File: config.mk
export PLATFORM = sky130hd
export DESIGN_NAME = audio_out
export DESIGN_NICKNAME = d
export VERILOG_FILES = /design/src/rtl/audio_out.sv
export SDC_FILE = /design/constraint.sdc
export NUM_CORES = 1
export LEC_CHECK = 0
export BUFFER_PORTS_ARGS = -buffer_cell sky130_fd_sc_hd__buf_2
export CORE_MARGIN = 2
export CORE_UTILIZATION = 35
export CTS_CLUSTER_SIZE = 14
export DETAILED_ROUTE_END_ITERATION = 10
export HOLD_SLACK_MARGIN = 0.02
export PLACE_DENSITY = 0.52
export SYNTH_ARGS = -nofsm -noshare
export SYNTH_HDL_FRONTEND = slang
export SYNTH_SLANG_ARGS = --single-unit
File: constraint.sdc
create_clock -name BCLK -period 2.02 [get_ports BCLK]
set_input_delay 0.101 -clock BCLK [delete_from_list [all_inputs] [get_ports BCLK]]
set_output_delay 0.101 -clock BCLK [all_outputs]
set_load 0.05 [all_outputs]
File: src/rtl/audio_out.sv
// I2S-style DAC serializer: one pending stereo pair, MSB-first output aligned to codec LRCLK.
// Optional build macro AUDIO_OUT_MUTE_ON_UNDERRUN_EN: send silence instead of repeating the last pair on underrun.
module audio_out #(
    parameter int DATA_WIDTH = 16,
    parameter int CNT_WIDTH  = 8
) (
    input  logic                  BCLK,
    input  logic                  RESET_N,
    input  logic                  LRCLK,
    input  logic [DATA_WIDTH-1:0] left_in,
    input  logic [DATA_WIDTH-1:0] right_in,
    input  logic                  sample_valid,
    output logic                  sample_ready,
    output logic                  DACDAT,
    output logic                  underrun,
    output logic [CNT_WIDTH-1:0]  underrun_count
);

    localparam int BW = $clog2(DATA_WIDTH + 1);

    typedef enum logic [1:0] {SYNC, LEFT, RIGHT} state_e;

    state_e                  state_q, state_d;
    logic                    lrclk_prev_q;
    logic                    pend_full_q, pend_full_d;
    logic [DATA_WIDTH-1:0]   pend_l_q, pend_l_d, pend_r_q, pend_r_d;
    logic [DATA_WIDTH-1:0]   act_l_q, act_l_d, act_r_q, act_r_d;
    logic [DATA_WIDTH-1:0]   shift_q, shift_d;
    logic [BW-1:0]           bitcnt_q, bitcnt_d;
    logic                    dacdat_q, dacdat_d;
    logic                    underrun_q, underrun_d;
    logic [CNT_WIDTH-1:0]    ucnt_q, ucnt_d;

    logic                    lr_fall, lr_rise, frame_start, load;
    logic [DATA_WIDTH-1:0]   load_word;

    assign lr_fall = lrclk_prev_q & ~LRCLK;
    assign lr_rise = ~lrclk_prev_q & LRCLK;

    always_ff @(posedge BCLK or negedge RESET_N) begin
        if (!RESET_N) begin
            state_q      <= SYNC;
            lrclk_prev_q <= 1'b0;
            pend_full_q  <= 1'b0;
            pend_l_q     <= '0;
            pend_r_q     <= '0;
            act_l_q      <= '0;
            act_r_q      <= '0;
            shift_q      <= '0;
            bitcnt_q     <= '0;
            dacdat_q     <= 1'b0;
            underrun_q   <= 1'b0;
            ucnt_q       <= '0;
        end else begin
            state_q      <= state_d;
            lrclk_prev_q <= LRCLK;
            pend_full_q  <= pend_full_d;
            pend_l_q     <= pend_l_d;
            pend_r_q     <= pend_r_d;
            act_l_q      <= act_l_d;
            act_r_q      <= act_r_d;
            shift_q      <= shift_d;
            bitcnt_q     <= bitcnt_d;
            dacdat_q     <= dacdat_d;
            underrun_q   <= underrun_d;
            ucnt_q       <= ucnt_d;
        end
    end

    always_comb begin
        state_d     = state_q;
        pend_full_d = pend_full_q;
        pend_l_d    = pend_l_q;
        pend_r_d    = pend_r_q;
        act_l_d     = act_l_q;
        act_r_d     = act_r_q;
        shift_d     = shift_q;
        bitcnt_d    = bitcnt_q;
        dacdat_d    = 1'b0;
        underrun_d  = 1'b0;
        ucnt_d      = ucnt_q;
        frame_start = 1'b0;
        load        = 1'b0;
        load_word   = '0;

        case (state_q)
            SYNC:    if (lr_fall) begin frame_start = 1'b1; state_d = LEFT; end
            LEFT:    if (lr_rise) begin load = 1'b1; load_word = act_r_q; state_d = RIGHT; end
            RIGHT:   if (lr_fall) begin frame_start = 1'b1; state_d = LEFT; end
            default: state_d = SYNC;
        endcase

        if (frame_start) begin
            load = 1'b1;
            if (pend_full_q) begin
                act_l_d     = pend_l_q;
                act_r_d     = pend_r_q;
                pend_full_d = 1'b0;
                load_word   = pend_l_q;
            end else begin
                underrun_d = 1'b1;
                if (ucnt_q != '1) ucnt_d = ucnt_q + 1'b1;
`ifdef AUDIO_OUT_MUTE_ON_UNDERRUN_EN
                act_l_d   = '0;
                act_r_d   = '0;
                load_word = '0;
`else
                load_word = act_l_q;
`endif
            end
        end

        // Gated on the registered flag, so a pair accepted on an underrun frame start waits for the next frame.
        if (sample_valid && !pend_full_q) begin
            pend_full_d = 1'b1;
            pend_l_d    = left_in;
            pend_r_d    = right_in;
        end

        if (load) begin
            dacdat_d = load_word[DATA_WIDTH-1];
            shift_d  = {load_word[DATA_WIDTH-2:0], 1'b0};
            bitcnt_d = BW'(1);
        end else if (state_q != SYNC && bitcnt_q < BW'(DATA_WIDTH)) begin
            dacdat_d = shift_q[DATA_WIDTH-1];
            shift_d  = {shift_q[DATA_WIDTH-2:0], 1'b0};
            bitcnt_d = bitcnt_q + 1'b1;
        end
    end

    assign sample_ready   = ~pend_full_q;
    assign DACDAT         = dacdat_q;
    assign underrun       = underrun_q;
    assign underrun_count = ucnt_q;

endmodule

==> flow_metrics.env <==
export IMPL_status="finished clean"
export IMPL_p_int_mw=4.90
export IMPL_cp_arrival_ns=2.01
export IMPL_slowest_stage="dlygate4sd3_1"
export IMPL_power_net_switching_mw=2.13
export IMPL_critical_path_class="input port to flop"
export IMPL_io_buffers=46
export IMPL_cts_max_level=3
export IMPL_yosysUniqueCellTypes=38
export IMPL_tritoncts="yes"
export IMPL_final_cell_mix="dfrtp_1 (98), mux2_2 (58), buf_2 (45)"
export IMPL_ys_seq_area_frac=0.582
export IMPL_crit_fanout=40
export IMPL_vias_per_cell=4.82
export IMPL_postSynthCellCount=332
export IMPL_max_freq_mhz=561
export IMPL_ant_nets=0
export IMPL_fin_setup_tns_ns=0
export IMPL_setup_violations=0
export IMPL_gp_routability_congestion=0.738
export IMPL_syn_area_per_cell_sq_um=12.7
export IMPL_multi_input_area_sq_um=1630
export IMPL_post_cts_resized=0
export IMPL_drc=0
export IMPL_ir_worst_vdd_uv=680
export IMPL_maxCapViolCount=0
export IMPL_final_hold_viol_count=0
export IMPL_skew_ns=0.00737
export IMPL_numCtsBuffers=9
export IMPL_clkTransAtPathRegs_ns=0.07
export IMPL_period_share=0.882
export IMPL_worst_slew_pin_slew_ns=0.663
export IMPL_nets=451
export IMPL_grt_max_degree=99
export IMPL_first_global_vias=2825
export IMPL_die_y_um=114
export IMPL_cp_end_kind="flop"
export IMPL_regArea_sq_um=2450
export IMPL_row_count=40
export IMPL_wl_per_cell_um=14.0
export IMPL_numClockSinks=98
export IMPL_antenna_found_initial=0
export IMPL_io_pins=47
export IMPL_crit_path_start_kind="input port"
export IMPL_hpwl_um=4800
export IMPL_post_cts_buffers=0
export IMPL_syn_area_sq_um=4210
export IMPL_leakagePower_nw=2.31
export IMPL_ctsHoldBuffers=34
export IMPL_syn_num_nets=370
export IMPL_num_vias=2723
export IMPL_diodes=0
export IMPL_dieArea_sq_um=12900
export IMPL_grt_pass1_wl_um=13600
export IMPL_grt_total_usage=0.135
export IMPL_ys_warn_count=0
export IMPL_rsz0062_at_grt="no"
export IMPL_max_stage_delay_ns=0.53
export IMPL_firstDrtPassIters=4
export IMPL_final_max_slew_viol_count=0
export IMPL_n_fill_cell=1131
export IMPL_hold_class="input port to flop"
export IMPL_clock_power_share=0.243
export IMPL_power_density_nw_per_um2=1330
export IMPL_netSwitchingFraction=0.303
export IMPL_first_iter_violations=149
export IMPL_period_needed_ns=1.78
export IMPL_routed_wirelength_um=7920
export IMPL_pwr_share_seq=0.474
export IMPL_core_area_sq_um=11900
export IMPL_syn_to_final_growth_pct=25.4
export IMPL_die_width_um=114
export IMPL_overflow=0
export IMPL_drive_gt1_frac=0.318
export IMPL_p_comb_frac=0.283
export IMPL_initial_utilization=0.355
export IMPL_fin_total_pwr_mw=7.04
export IMPL_clkLatencyLatePin_ns=0.35
export IMPL_required_ns=2.25
export IMPL_final_common_cell="dfrtp_1"
export IMPL_ys_ff_latch=98
export IMPL_slew_headroom=0.558
export IMPL_clockBufferDepth=2
export IMPL_cts_root_buf="clkbuf_16"
export IMPL_cp_cell_sequence="dlygate4sd3_1 > buf_2 > or3b_1 > nor2_2 > buf_12 > mux2_2"
-- area by class of cell --
| cell class | instances | area share |
|---|---|---|
| multi-input cells | 205 | 0.308 |
| inverters | 11 | 0.00781 |
| repair buffers | 88 | 0.129 |
| well taps | 147 | 0.0348 |
| clock buffers | 12 | 0.0466 |
| flip-flops and latches | 98 | 0.464 |
| clock inverters | 4 | 0.00971 |
-- critical path, delay by kind of cell --
family        cells  cell delay, ns
simple gates      2            0.60
buf+inv           3            0.93
mux               1            0.36
-- layer usage --
layer / part of all wire / track usage
met1: 0.47 / 0.169
met5: 0 / 0
met4: 0.013 / 0.0415
met3: 0.038 / 0.0462
met2: 0.48 / 0.222
-- cells in the mapped netlist --
cell / number / area share
dfrtp_1: 98 / 0.58
mux2_2: 58 / 0.15
o21ai_0: 31 / 0.037
nand2_1: 23 / 0.020
mux2i_1: 21 / 0.050
inv_1: 11 / 0.0098
buf_2: 9 / 0.011
o211ai_1: 9 / 0.016
nor2_1: 8 / 0.0071
nor2b_1: 8 / 0.012
a31oi_1: 7 / 0.010
a211oi_1: 5 / 0.0089
clkbuf_1: 5 / 0.0045
xnor2_1: 4 / 0.0083
a21oi_1: 3 / 0.0036
buf_4: 3 / 0.0053
nand3_1: 3 / 0.0036
nand4_1: 3 / 0.0045
ha_1: 2 / 0.0059
mux2_1: 2 / 0.0053
xor2_1: 2 / 0.0042
a31o_2: 1 / 0.0021
and2_1: 1 / 0.0015
and3_1: 1 / 0.0015
buf_6: 1 / 0.0027
nand2_2: 1 / 0.0015
nand2b_1: 1 / 0.0015
nand4bb_1: 1 / 0.0027
nor2_2: 1 / 0.0015
nor3_1: 1 / 0.0012
nor3b_2: 1 / 0.0030
nor4b_4: 1 / 0.0056
o2111ai_1: 1 / 0.0021
o21ai_1: 1 / 0.0012
o21ba_2: 1 / 0.0024
o21bai_1: 1 / 0.0018
o31ai_1: 1 / 0.0018
or3b_1: 1 / 0.0021
-- cell families after synthesis --
logic type | after synthesis | share of synthesized area
buffers and inverters | 29 | 0.0330
AO/OA/AOI/OAI | 61 | 0.0870
XOR/XNOR | 6 | 0.0125
adder cells (fa/ha/maj) | 2 | 0.00594
AND/OR/NAND/NOR | 55 | 0.0695
multiplexers | 81 | 0.210
flip-flops | 98 | 0.582
-- registers in the layout (all words and copies together) (netlist names) --
name	cells
DACDAT	1
pend_r_q	16
act_r_q	16
underrun_count	8
shift_q	15
pend_full_q	1
lrclk_prev_q	1
pend_l_q	16
underrun	1
state_q	2
bitcnt_q	5
act_l_q	16
-- per-stage QoR --
stage / std cells / cell area, sq um / hold WS, ns / setup slack [ns] / utilization
4_1_cts: 565 / 5280 / 0.0285 / 0.255 / 0.445
3_5_place_dp: 515 / 4650 / 0.211 / 0.314 / 0.392
3_3_place_gp: 515 / 4650 / 0.212 / 0.314 / 0.392
5_1_grt: 565 / 5280 / 0.0706 / 0.163 / 0.445
2_1_floorplan: 332 / 4210 / -0.195 / 0.182 / -
6_report: 565 / 5280 / 0.0514 / 0.239 / 0.445
-- power by group through the flow --
stage | combinational [mW] | clock [mW] | sequential (mW)
finish | 1.99 | 1.71 | 3.34
global route | 2.24 | 1.85 | 3.47
CTS | 2.03 | 1.78 | 3.35
detailed placement | 1.97 | 0 | 3.38
global placement | 1.92 | 0 | 3.37
floorplan | 1.45 | 0 | 3.36
-- final timing paths --
path	to	cells past startpoint	slack (ns)	start
min in group asynchronous	pend_l_q[6]	3	0.33	RESET_N
worst min-delay path	pend_full_q	3	0.05	sample_valid
max in group asynchronous	act_l_q[2]	3	1.27	RESET_N
worst max-delay path	act_l_q[11]	6	0.24	LRCLK
worst min register to register	pend_r_q[7]	1	0.49	pend_r_q[7]
worst max register to register	act_l_q[11]	4	0.29	lrclk_prev_q
Note: power is estimated with default switching activity, not from simulation.
